<file path="config.mk">
export PLATFORM = sky130hd
export DESIGN_NAME = mole_scheduler
export DESIGN_NICKNAME = d
export VERILOG_FILES = /design/src/rtl/bytebasher_pkg.sv /design/src/rtl/lfsr16.sv /design/src/rtl/mole_scheduler.sv
export SDC_FILE = /design/constraint.sdc
export NUM_CORES = 1
export LEC_CHECK = 0
export BUFFER_PORTS_ARGS = -buffer_cell sky130_fd_sc_hd__buf_2
export CORE_MARGIN = 2
export CORE_UTILIZATION = 38
export DETAILED_ROUTE_END_ITERATION = 10
export SLEW_MARGIN = 20
export SYNTH_ARGS = -nofsm -noshare
export SYNTH_HDL_FRONTEND = slang
export SYNTH_SLANG_ARGS = --single-unit
</file>
<file path="constraint.sdc">
create_clock -name clk -period 4.5 [get_ports clk]
set_input_delay 0.9 -clock clk [delete_from_list [all_inputs] [get_ports clk]]
set_output_delay 0.9 -clock clk [all_outputs]
set_load 0.02 [all_outputs]
</file>
<file path="src/rtl/bytebasher_pkg.sv">
// Shared constants and types for the ByteBasher whack-a-mole game blocks.
package bytebasher_pkg;

  typedef enum logic [2:0] {
    ST_IDLE,
    ST_SPAWN,
    ST_SHOW,
    ST_GAP,
    ST_DONE
  } state_e;

  localparam int unsigned NUM_BOXES_DEF = 9;
  localparam int unsigned GAP_TICKS     = 20;
  localparam int unsigned SEC_TICKS     = 100;

  // Ticks a target stays lit for each difficulty level.
  function automatic logic [7:0] show_ticks(input logic [1:0] diff);
    case (diff)
      2'd0:    return 8'd150;
      2'd1:    return 8'd100;
      2'd2:    return 8'd70;
      default: return 8'd50;
    endcase
  endfunction

endpackage

</file>
<file path="src/rtl/lfsr16.sv">
// Free-running 16-bit Fibonacci LFSR, taps 16,14,13,11.
module lfsr16 (
  input  logic        clk,
  input  logic        reset,
  output logic [15:0] q
);

  always_ff @(posedge clk or posedge reset) begin
    if (reset) q <= 16'hACE1;
    else       q <= {q[14:0], q[15] ^ q[13] ^ q[12] ^ q[10]};
  end

endmodule

</file>
<file path="src/rtl/mole_scheduler.sv">
// Whack-a-mole game sequencer: picks targets, times show/gap phases,
// scores strikes and counts down the game clock.
module mole_scheduler
  import bytebasher_pkg::*;
#(
  parameter int unsigned TICK_DIV     = 500000,
  parameter int unsigned GAME_SECONDS = 60,
  parameter int unsigned NUM_BOXES    = NUM_BOXES_DEF
) (
  input  logic       clk,
  input  logic       reset,
  input  logic       start,
  input  logic [1:0] difficulty,
  input  logic [3:0] box_address,
  output logic [3:0] target_box,
  output logic       target_valid,
  output logic [7:0] score,
  output logic       correct_hit,
  output logic       wrong_hit,
  output logic [6:0] sec_remaining,
  output logic       game_over
);

  localparam int unsigned PRE_W   = (TICK_DIV > 1) ? $clog2(TICK_DIV) : 1;
  localparam int unsigned SEC_CYC = SEC_TICKS * TICK_DIV;
  localparam int unsigned SEC_W   = $clog2(SEC_CYC);

  state_e             state_q, state_d;
  logic [PRE_W-1:0]   pre_q, pre_d;
  logic [7:0]         tick_q, tick_d;
  logic [SEC_W-1:0]   sec_cnt_q, sec_cnt_d;
  logic [6:0]         sec_q, sec_d;
  logic [7:0]         score_q, score_d;
  logic [1:0]         diff_q, diff_d;
  logic [3:0]         tbox_q, tbox_d;
  logic [3:0]         prev_q, prev_d;
  logic [3:0]         box_prev_q;
  logic               valid_q, chit_q, chit_d, whit_q, whit_d, over_q;
  logic [15:0]        lfsr_q;
  logic               unused_lfsr;

  logic in_game, tick_end, sec_end, final_to, show_to, gap_to, strike, spawn_ok;

  lfsr16 u_lfsr (
    .clk   (clk),
    .reset (reset),
    .q     (lfsr_q)
  );

  assign unused_lfsr = ^lfsr_q[15:4];

  assign in_game  = (state_q == ST_SPAWN) || (state_q == ST_SHOW) || (state_q == ST_GAP);
  assign tick_end = (pre_q == PRE_W'(TICK_DIV - 1));
  assign sec_end  = in_game && (sec_cnt_q == SEC_W'(SEC_CYC - 1));
  assign final_to = sec_end && (sec_q <= 7'd1);
  assign show_to  = tick_end && (tick_q == show_ticks(diff_q) - 8'd1);
  assign gap_to   = tick_end && (tick_q == 8'(GAP_TICKS - 1));
  assign strike   = (box_address != 4'd0) && (box_address != box_prev_q);
  assign spawn_ok = (lfsr_q[3:0] != 4'd0) && (lfsr_q[3:0] <= 4'(NUM_BOXES))
                    && (lfsr_q[3:0] != prev_q);

  // Next-state and datapath; final timeout outranks every other event.
  always_comb begin
    state_d   = state_q;
    pre_d     = tick_end ? '0 : pre_q + PRE_W'(1);
    tick_d    = tick_end ? tick_q + 8'd1 : tick_q;
    sec_cnt_d = (in_game && !sec_end) ? sec_cnt_q + SEC_W'(1) : '0;
    sec_d     = sec_end ? sec_q - 7'd1 : sec_q;
    score_d   = score_q;
    diff_d    = diff_q;
    tbox_d    = tbox_q;
    prev_d    = prev_q;
    chit_d    = 1'b0;
    whit_d    = 1'b0;

    case (state_q)
      ST_IDLE, ST_DONE: begin
        if (start) begin
          state_d = ST_SPAWN;
          score_d = '0;
          sec_d   = 7'(GAME_SECONDS);
          diff_d  = difficulty;
        end
      end
      ST_SPAWN: begin
        if (final_to) begin
          state_d = ST_DONE;
        end else if (spawn_ok) begin
          state_d = ST_SHOW;
          tbox_d  = lfsr_q[3:0];
          prev_d  = lfsr_q[3:0];
        end
      end
      ST_SHOW: begin
        if (final_to) begin
          state_d = ST_DONE;
        end else if (show_to) begin
          state_d = ST_GAP;
        end else if (strike) begin
          if (box_address == tbox_q) begin
            chit_d  = 1'b1;
            score_d = (score_q == 8'hFF) ? score_q : score_q + 8'd1;
            state_d = ST_GAP;
          end else begin
            whit_d = 1'b1;
          end
        end
      end
      ST_GAP: begin
        if (final_to)    state_d = ST_DONE;
        else if (gap_to) state_d = ST_SPAWN;
      end
      default: state_d = ST_IDLE;
    endcase

    // Phase timers restart on every state entry; the second counter does not.
    if (state_d != state_q) begin
      pre_d  = '0;
      tick_d = '0;
    end
    if (state_d != ST_SHOW) tbox_d = '0;
  end

  always_ff @(posedge clk or posedge reset) begin
    if (reset) begin
      state_q    <= ST_IDLE;
      pre_q      <= '0;
      tick_q     <= '0;
      sec_cnt_q  <= '0;
      sec_q      <= '0;
      score_q    <= '0;
      diff_q     <= '0;
      tbox_q     <= '0;
      prev_q     <= '0;
      box_prev_q <= '0;
      valid_q    <= 1'b0;
      chit_q     <= 1'b0;
      whit_q     <= 1'b0;
      over_q     <= 1'b0;
    end else begin
      state_q    <= state_d;
      pre_q      <= pre_d;
      tick_q     <= tick_d;
      sec_cnt_q  <= sec_cnt_d;
      sec_q      <= sec_d;
      score_q    <= score_d;
      diff_q     <= diff_d;
      tbox_q     <= tbox_d;
      prev_q     <= prev_d;
      box_prev_q <= box_address;
      valid_q    <= (state_d == ST_SHOW);
      chit_q     <= chit_d;
      whit_q     <= whit_d;
      over_q     <= (state_d == ST_DONE);
    end
  end

  assign target_box    = tbox_q;
  assign target_valid  = valid_q;
  assign score         = score_q;
  assign correct_hit   = chit_q;
  assign wrong_hit     = whit_q;
  assign sec_remaining = sec_q;
  assign game_over     = over_q;

endmodule
</file>
==> metrics.cfg, run 1 <==
[cts]
cts_tree = built
cts_root_buf = clkbuf_16
worst_skew_pair.late_latency_ns = 0.35
post-cts-setup-buffers = 0
htreeDepth = 3
cts_resized = 0
numCtsBuffers = 9
cts_num_sinks = 105
clockBufferDepth = 2
postCtsHoldBufs = 0
cts.clk_slew.worst_paths_ns = 0.07

[worst_hold_path]
hp-class = reg2reg
hold-path-endpoint = u_lfsr.q[15]
min_path_cells = 0
hold_start = u_lfsr.q[14]

[timing]
setup_violations = 0
fin_crit_sh_pct = 66.0
tightest_slew_ns = 0.930
skew_ns = 0.00660
fin_ws_ns = 1.53
slew_violations = 0
finalHoldViolCount = 0
period_needed_ns = 2.97
whs_ns = 0.354
fmax_mhz = 337
fin_setup_tns_ns = 0
rsz0062_at_grt = false
maxSlewHeadroom_pct = 38.0

[synth]
ys_seq_elements = 105
syn_inst = 492
synth.yosys.warnings = 0
ys_top_cells_by_count = dfrtp_1, nor2_1, nand2_1, xor2_1, xnor2_1
yosysTopAreaCellShare_pct = 47.9
synth.distinct_cells = 50
synthArstFlopShare_pct = 100
synth_edf_count = 0
synth.most_common_cell = dfrtp_1
netlist_top_cells_area = dfrtp_1, xor2_1, xnor2_1
yosysTopAreaCell = dfrtp_1
syn-cell-area_mm2 = 0.00507
synthFlopType = dfrtp_1
ys_seq_area_share_pct = 52.1
synth_nets = 512
postSynthAreaPerCell_um2 = 10.3

[setup_path]
r2r-start = diff_q[0]
path_cells = ha_1, ha_1, xor2_1, o211ai_1, nor4_1, nor4_1, o211ai_4, nor2_1
crit_fanout = 27
critPathArrivalTime_ns = 3.17
slowest_delay_ns = 0.69
rr_endpoint = pre_q[10]
startpoint_type = flip-flop
rrSetupSlack_ns = 1.53
cp.required_ns = 4.70
r2r_cells = 8
worst_path_max_delay_cell = o211ai_4
end_kind = flip-flop
path_class = reg2reg

[layout]
n_fill_cell = 1300
utilization_pct = 43.5
syn2layout_area_growth_pct = 12.8
drive_gt1_share_pct = 13.2
n_antenna_cell = 0
seq_area_mm2 = 0.00264
multiInputGateArea_mm2 = 0.00229
layout.nets = 545

[route]
routed_via_density = 5.15
drt_pass1_iterations = 4
drcViolationCount = 0
wl_per_cell_um = 13.8
wl_mm = 9.78
vias = 3635
drtIter0Drc = 174
postRouteAntennaNets = 0

[place]
io_buffers = 31
preCtsSetupSlack_ns = 1.51
place_hpwl_mm = 6.65
gp_congestion = 0.842

[power]
power_density_mw_per_mm2 = 380
leakage_nw = 2.52
peakVddDrop_v = 0.000283
total_power_mw = 2.17

[grt]
grt_max_degree = 77
first_global_vias = 3483
grt_pass1_wl_mm = 17.1
grt_remaining_overflow = 0
grt_usage_pct = 15.0
antenna_found_initial = 0

[die]
die_x_um = 119
initial_utilization_pct = 38.6
ios = 32
coreArea_mm2 = 0.0131
rows = 42
dieHeight_um = 119
die_area_mm2 = 0.0143

[flow_run]
cap_violations = 0

[run_status]
outcome = complete, no violations

==> power breakdown <==
part / leakage, nW / internal, mW / switching (mW)
combinational: 0.990 / 0.112 / 0.150
sequential: 1.38 / 1.00 / 0.0622
clock: 0.151 / 0.491 / 0.356
total: 2.52 / 1.61 / 0.568
==> routing by layer <==
layer	vias up	track usage (%)	wire, um
met5	-	0	0
met4	0	3.53	105
met3	8	4.55	267
met2	33	23.8	4630
met1	1832	20.1	4770
li1	1762	-	-
==> layout by cell type (no fill, tap or decap), types with 3 or more instances in the layout <==
master,n
nor4_1,9
dfrtp_1,97
o211ai_1,3
xnor2_1,32
buf_2,31
nand4_1,17
and3_1,9
nor2_1,65
dfstp_2,8
nor3_1,12
inv_1,14
nand2_1,52
nand3_1,26
a21oi_1,8
xor2_1,40
ha_1,11
mux2i_1,5
o31ai_1,4
o21ai_0,7
nor3_2,3
or3_1,6
buf_4,4
and4_1,8
nand2b_1,3
and2_1,3
nor4b_1,4
nor3b_1,4
clkbuf_16,9
==> worst max-delay path, delay by kind of cell, from the launching register on <==
family / cells / cell delay, ns
flip-flops: 1 / 0.40
AO/OA/AOI/OAI: 2 / 0.80
AND/OR/NAND/NOR: 3 / 0.87
adder cells (fa/ha/maj): 2 / 0.57
XOR/XNOR: 1 / 0.17
==> sequential cells by signal, indices dropped and copies added, names as in the netlist, 2 cells and up <==
register	flops
sec_cnt_q	26
pre_q	19
u_lfsr.q	16
score	8
tick_q	8
sec_remaining	7
box_prev_q	4
prev_q	4
target_box	4
state_q	3
diff_q	2
==> how the worst max path moves through the flow <==
stage | slack [ns] | start | cells past startpoint | to
after floorplan | 0.85 | reset | 1 | box_prev_q[0]
after global placement | 1.68 | diff_q[0] | 8 | pre_q[15]
after detailed placement | 1.51 | diff_q[1] | 9 | pre_q[11]
after CTS | 1.51 | diff_q[1] | 9 | pre_q[10]
after global routing | 1.19 | diff_q[1] | 9 | pre_q[10]
final | 1.53 | diff_q[0] | 8 | pre_q[10]
==> logic make-up (layout without fill, tap and decap cells) <==
family / after synthesis / after routing / share of synthesized area, %
flip-flops: 105 / 105 / 52.1
multiplexers: 5 / 5 / 0.988
buffers and inverters: 28 / 66 / 2.64
AO/OA/AOI/OAI: 39 / 39 / 5.38
AND/OR/NAND/NOR: 232 / 232 / 23.8
XOR/XNOR: 72 / 72 / 12.4
adder cells (fa/ha/maj): 11 / 11 / 2.72
==> cell type report <==
type | instances | area share, %
Inverter | 15 | 1.03
Timing Repair Buffer | 35 | 3.24
Multi-Input combinational cell | 359 | 40.1
Sequential cell | 105 | 46.1
Clock inverter | 6 | 1.60
Tap cell | 176 | 3.85
Clock buffer | 10 | 4.01
==> metrics by stage <==
stage | std cells | cell area [um2]
final | 706 | 5720
after global routing | 706 | 5720
after CTS | 706 | 5720
after detailed placement | 690 | 5400
after global placement | 690 | 5400
after floorplan | 492 | 5070
(Power assumes the default switching activity.)
==> inputs of run 2 (changes only) <==
Settings changed: ABC_AREA set to 1.
Clock period 4.5 ns to 2.55 ns, I/O delays scaled along.
==> run 2 against run 1 <==
Core utilization rose by 0.37 points. Largest power group unchanged. Cell count rose by 35%. Sequential power rose by 73%. Critical path depth rose by 9. Wire length rose by 24%. Global-route usage rose by 1.2 points. Flip-flop and latch count did not move.
==> metrics.cfg, run 2 <==
[run_status]
outcome = complete, no violations

[place]
dpl-instance-area_mm2 = 0.00631  ; +17%
place_hpwl_mm = 8.89  ; +34%
preCtsSetupSlack_ns = 0.318  ; -1.19 ns
io_buffers = 31  ; unchanged
gp_congestion = 0.873  ; +3.6%

[route]
vias = 4576  ; +26%
wl_per_cell_um = 12.7  ; -8.4%
postRouteAntennaNets = 0  ; unchanged
drt_pass1_iterations = 4  ; unchanged
drcViolationCount = 0  ; unchanged
wl_mm = 12.1  ; +24%
drtIter0Drc = 326  ; +87%
routed_via_density = 4.80  ; -6.8%

[synth]
syn-cell-area_mm2 = 0.00584  ; +15%
synth.distinct_cells = 40  ; -20%
ys_top_cells_by_count = nand2_1, dfrtp_1, inv_1, nor2_1, nand3_1
yosysTopAreaCellShare_pct = 41.5  ; -6.4 points
yosysTopAreaCell = dfrtp_1
netlist_top_cells_area = dfrtp_1, nand2_1, inv_1
synthFlopType = dfrtp_1
ys_seq_elements = 105  ; unchanged
ys_seq_area_share_pct = 45.1  ; -6.9 points
synth_nets = 735  ; +44%
synthArstFlopShare_pct = 100  ; unchanged
synth.yosys.warnings = 0  ; unchanged
synth_edf_count = 0  ; unchanged
syn_inst = 715  ; +45%
postSynthAreaPerCell_um2 = 8.17  ; -21%
synth.most_common_cell = nand2_1

[setup_path]
worst_path_max_delay_cell = dfrtp_1
crit_family = simple AND/OR/NAND/NOR gates
critPathArrivalTime_ns = 2.47  ; -0.70 ns
cp.required_ns = 2.79  ; -1.91 ns
crit_fanout = 15  ; -44%
path_cells = inv_1, ha_1, inv_1, ha_1, nand2_1, o21ai_0, nor2_1, nand2_1, nor2_1, nand3_2, nand3_2, nand2_1, nand3_2, nand2_2, nand2_4, buf_12, nor2_1
r2r_cells = 17  ; +9
cp_num_cells = 17  ; +9
rrSetupSlack_ns = 0.31  ; -1.22 ns
end_kind = flip-flop
startpoint_type = flip-flop
path_buf_inv = 3  ; +3
slowest_delay_ns = 0.38  ; -0.31 ns
path_class = reg2reg

[cts]
numCtsBuffers = 9  ; unchanged
worst_skew_pair.late_latency_ns = 0.35  ; about the same
cts_resized = 0  ; unchanged
cts.clk_slew.worst_paths_ns = 0.07  ; about the same
postCtsHoldBufs = 0  ; unchanged
post-cts-setup-buffers = 0  ; unchanged
cts_root_buf = clkbuf_16
cts_tree = built
clockBufferDepth = 2  ; unchanged
cts_num_sinks = 105  ; unchanged
htreeDepth = 3  ; unchanged

[layout]
layout.nets = 781  ; +43%
largest_reg_flops = 26  ; unchanged
final_common_cell = nand2_1
top_register = sec_cnt_q
reg_top3 = sec_cnt_q x26, pre_q x19, u_lfsr.q x16
final_area_mm2 = 0.00662  ; +16%
n_antenna_cell = 0  ; unchanged
drive_gt1_share_pct = 16.1  ; +2.8 points
mostFrequentLayoutCells = nand2_1, dfrtp_1, inv_1
syn2layout_area_growth_pct = 13.3
utilization_pct = 43.9  ; +0.37 points

[flow_run]
cap_violations = 0  ; unchanged

[power]
leakage_nw = 3.12  ; +23%
peakVddDrop_v = 0.000401  ; +42%
power_density_mw_per_mm2 = 600  ; +58%
total_power_mw = 3.98  ; +83%

[die]
die_x_um = 128  ; +7.1%
ios = 32  ; unchanged
die_area_mm2 = 0.0164  ; +15%
dieHeight_um = 128  ; +7.1%
rows = 45  ; +7.1%
initial_utilization_pct = 38.7  ; +0.16 points
coreArea_mm2 = 0.0151  ; +15%

[grt]
grt_usage_pct = 16.1  ; +1.2 points
grt_pass1_wl_mm = 21.1  ; +23%
first_global_vias = 4441  ; +28%
antenna_found_initial = 0  ; unchanged
grt_max_degree = 32  ; -58%
grt_remaining_overflow = 0  ; unchanged

[timing]
period_needed_ns = 2.24  ; -0.732 ns
rsz0062_at_grt = false
slew_violations = 0  ; unchanged
skew_ns = 0.00690  ; +0.000308 ns
fin_setup_tns_ns = 0  ; unchanged
finalHoldViolCount = 0  ; unchanged
tightest_slew_ns = 0.756  ; -0.174 ns
fin_ws_ns = 0.314  ; -1.22 ns
maxSlewHeadroom_pct = 49.5  ; +11 points
setup_violations = 0  ; unchanged
fmax_mhz = 447  ; +33%
fin_crit_sh_pct = 87.7  ; +22 points

[worst_hold_path]
hp-class = in2async

## run 2: changes by cell type after synthesis, sizes merged, moves of 23 or more
cell,change
nand3,+34
nor2,+51
inv,+83
nand2,+118
xnor2,-25
o21ai,+23
## run 2: layout make-up
| cell class | count | area, um2 |
|---|---|---|
| flip-flops and latches | 105 | 2640 |
| repair buffers | 40 | 285 |
| clock inverters | 4 | 51.3 |
| well taps | 188 | 235 |
| multi-input cells | 506 | 2780 |
| fillers | 1510 | 8470 |
| clock buffers | 12 | 256 |
| inverters | 99 | 375 |
## run 2: power breakdown
| group | total (mW) | internal [mW] | switching (mW) |
|---|---|---|---|
| Combinational | 0.687 | 0.253 | 0.434 |
| Sequential | 1.85 | 1.76 | 0.0924 |
| Clock | 1.44 | 0.816 | 0.621 |
## run 2: path summary, 6_finish.rpt
| path | end | from |
|---|---|---|
| max | tick_q[4] | diff_q[1] |
| min | sec_cnt_q[3] | reset |
| max reg2reg | tick_q[4] | diff_q[1] |
| min reg2reg | u_lfsr.q[9] | u_lfsr.q[8] |
| max in group asynchronous | u_lfsr.q[7] | reset |
| min in group clk | box_prev_q[2] | box_address[2] |
## run 2: cells by family (layout without fill, tap and decap cells)
family,after synthesis,after routing,synth area share [%]
and+or+nand+nor,406,406,35.2
AOI/OAI and AO/OA,61,61,5.76
DFF,105,105,45.1
buffers and inverters,104,155,7.28
muxes,1,1,0.171
adders and majority gates,11,11,2.36
xor gates and xnor gates,27,27,4.05
## run 2: routing by layer
layer	share of wire (%)	up-vias	track usage (%)	wire (um)
met5	0	-	0	0
met4	2.1	0	6.79	251
met3	3.0	16	2.88	364
met2	42	66	23.5	5040
met1	53	2106	23.6	6440
li1	-	2388	-	-
## run 2: metrics by stage
step,cells,hold WS [ns]
floorplan,715,0.331
CTS,954,0.291
finish,954,0.292
global route,954,0.298
global placement,938,0.334
detailed placement,938,0.338
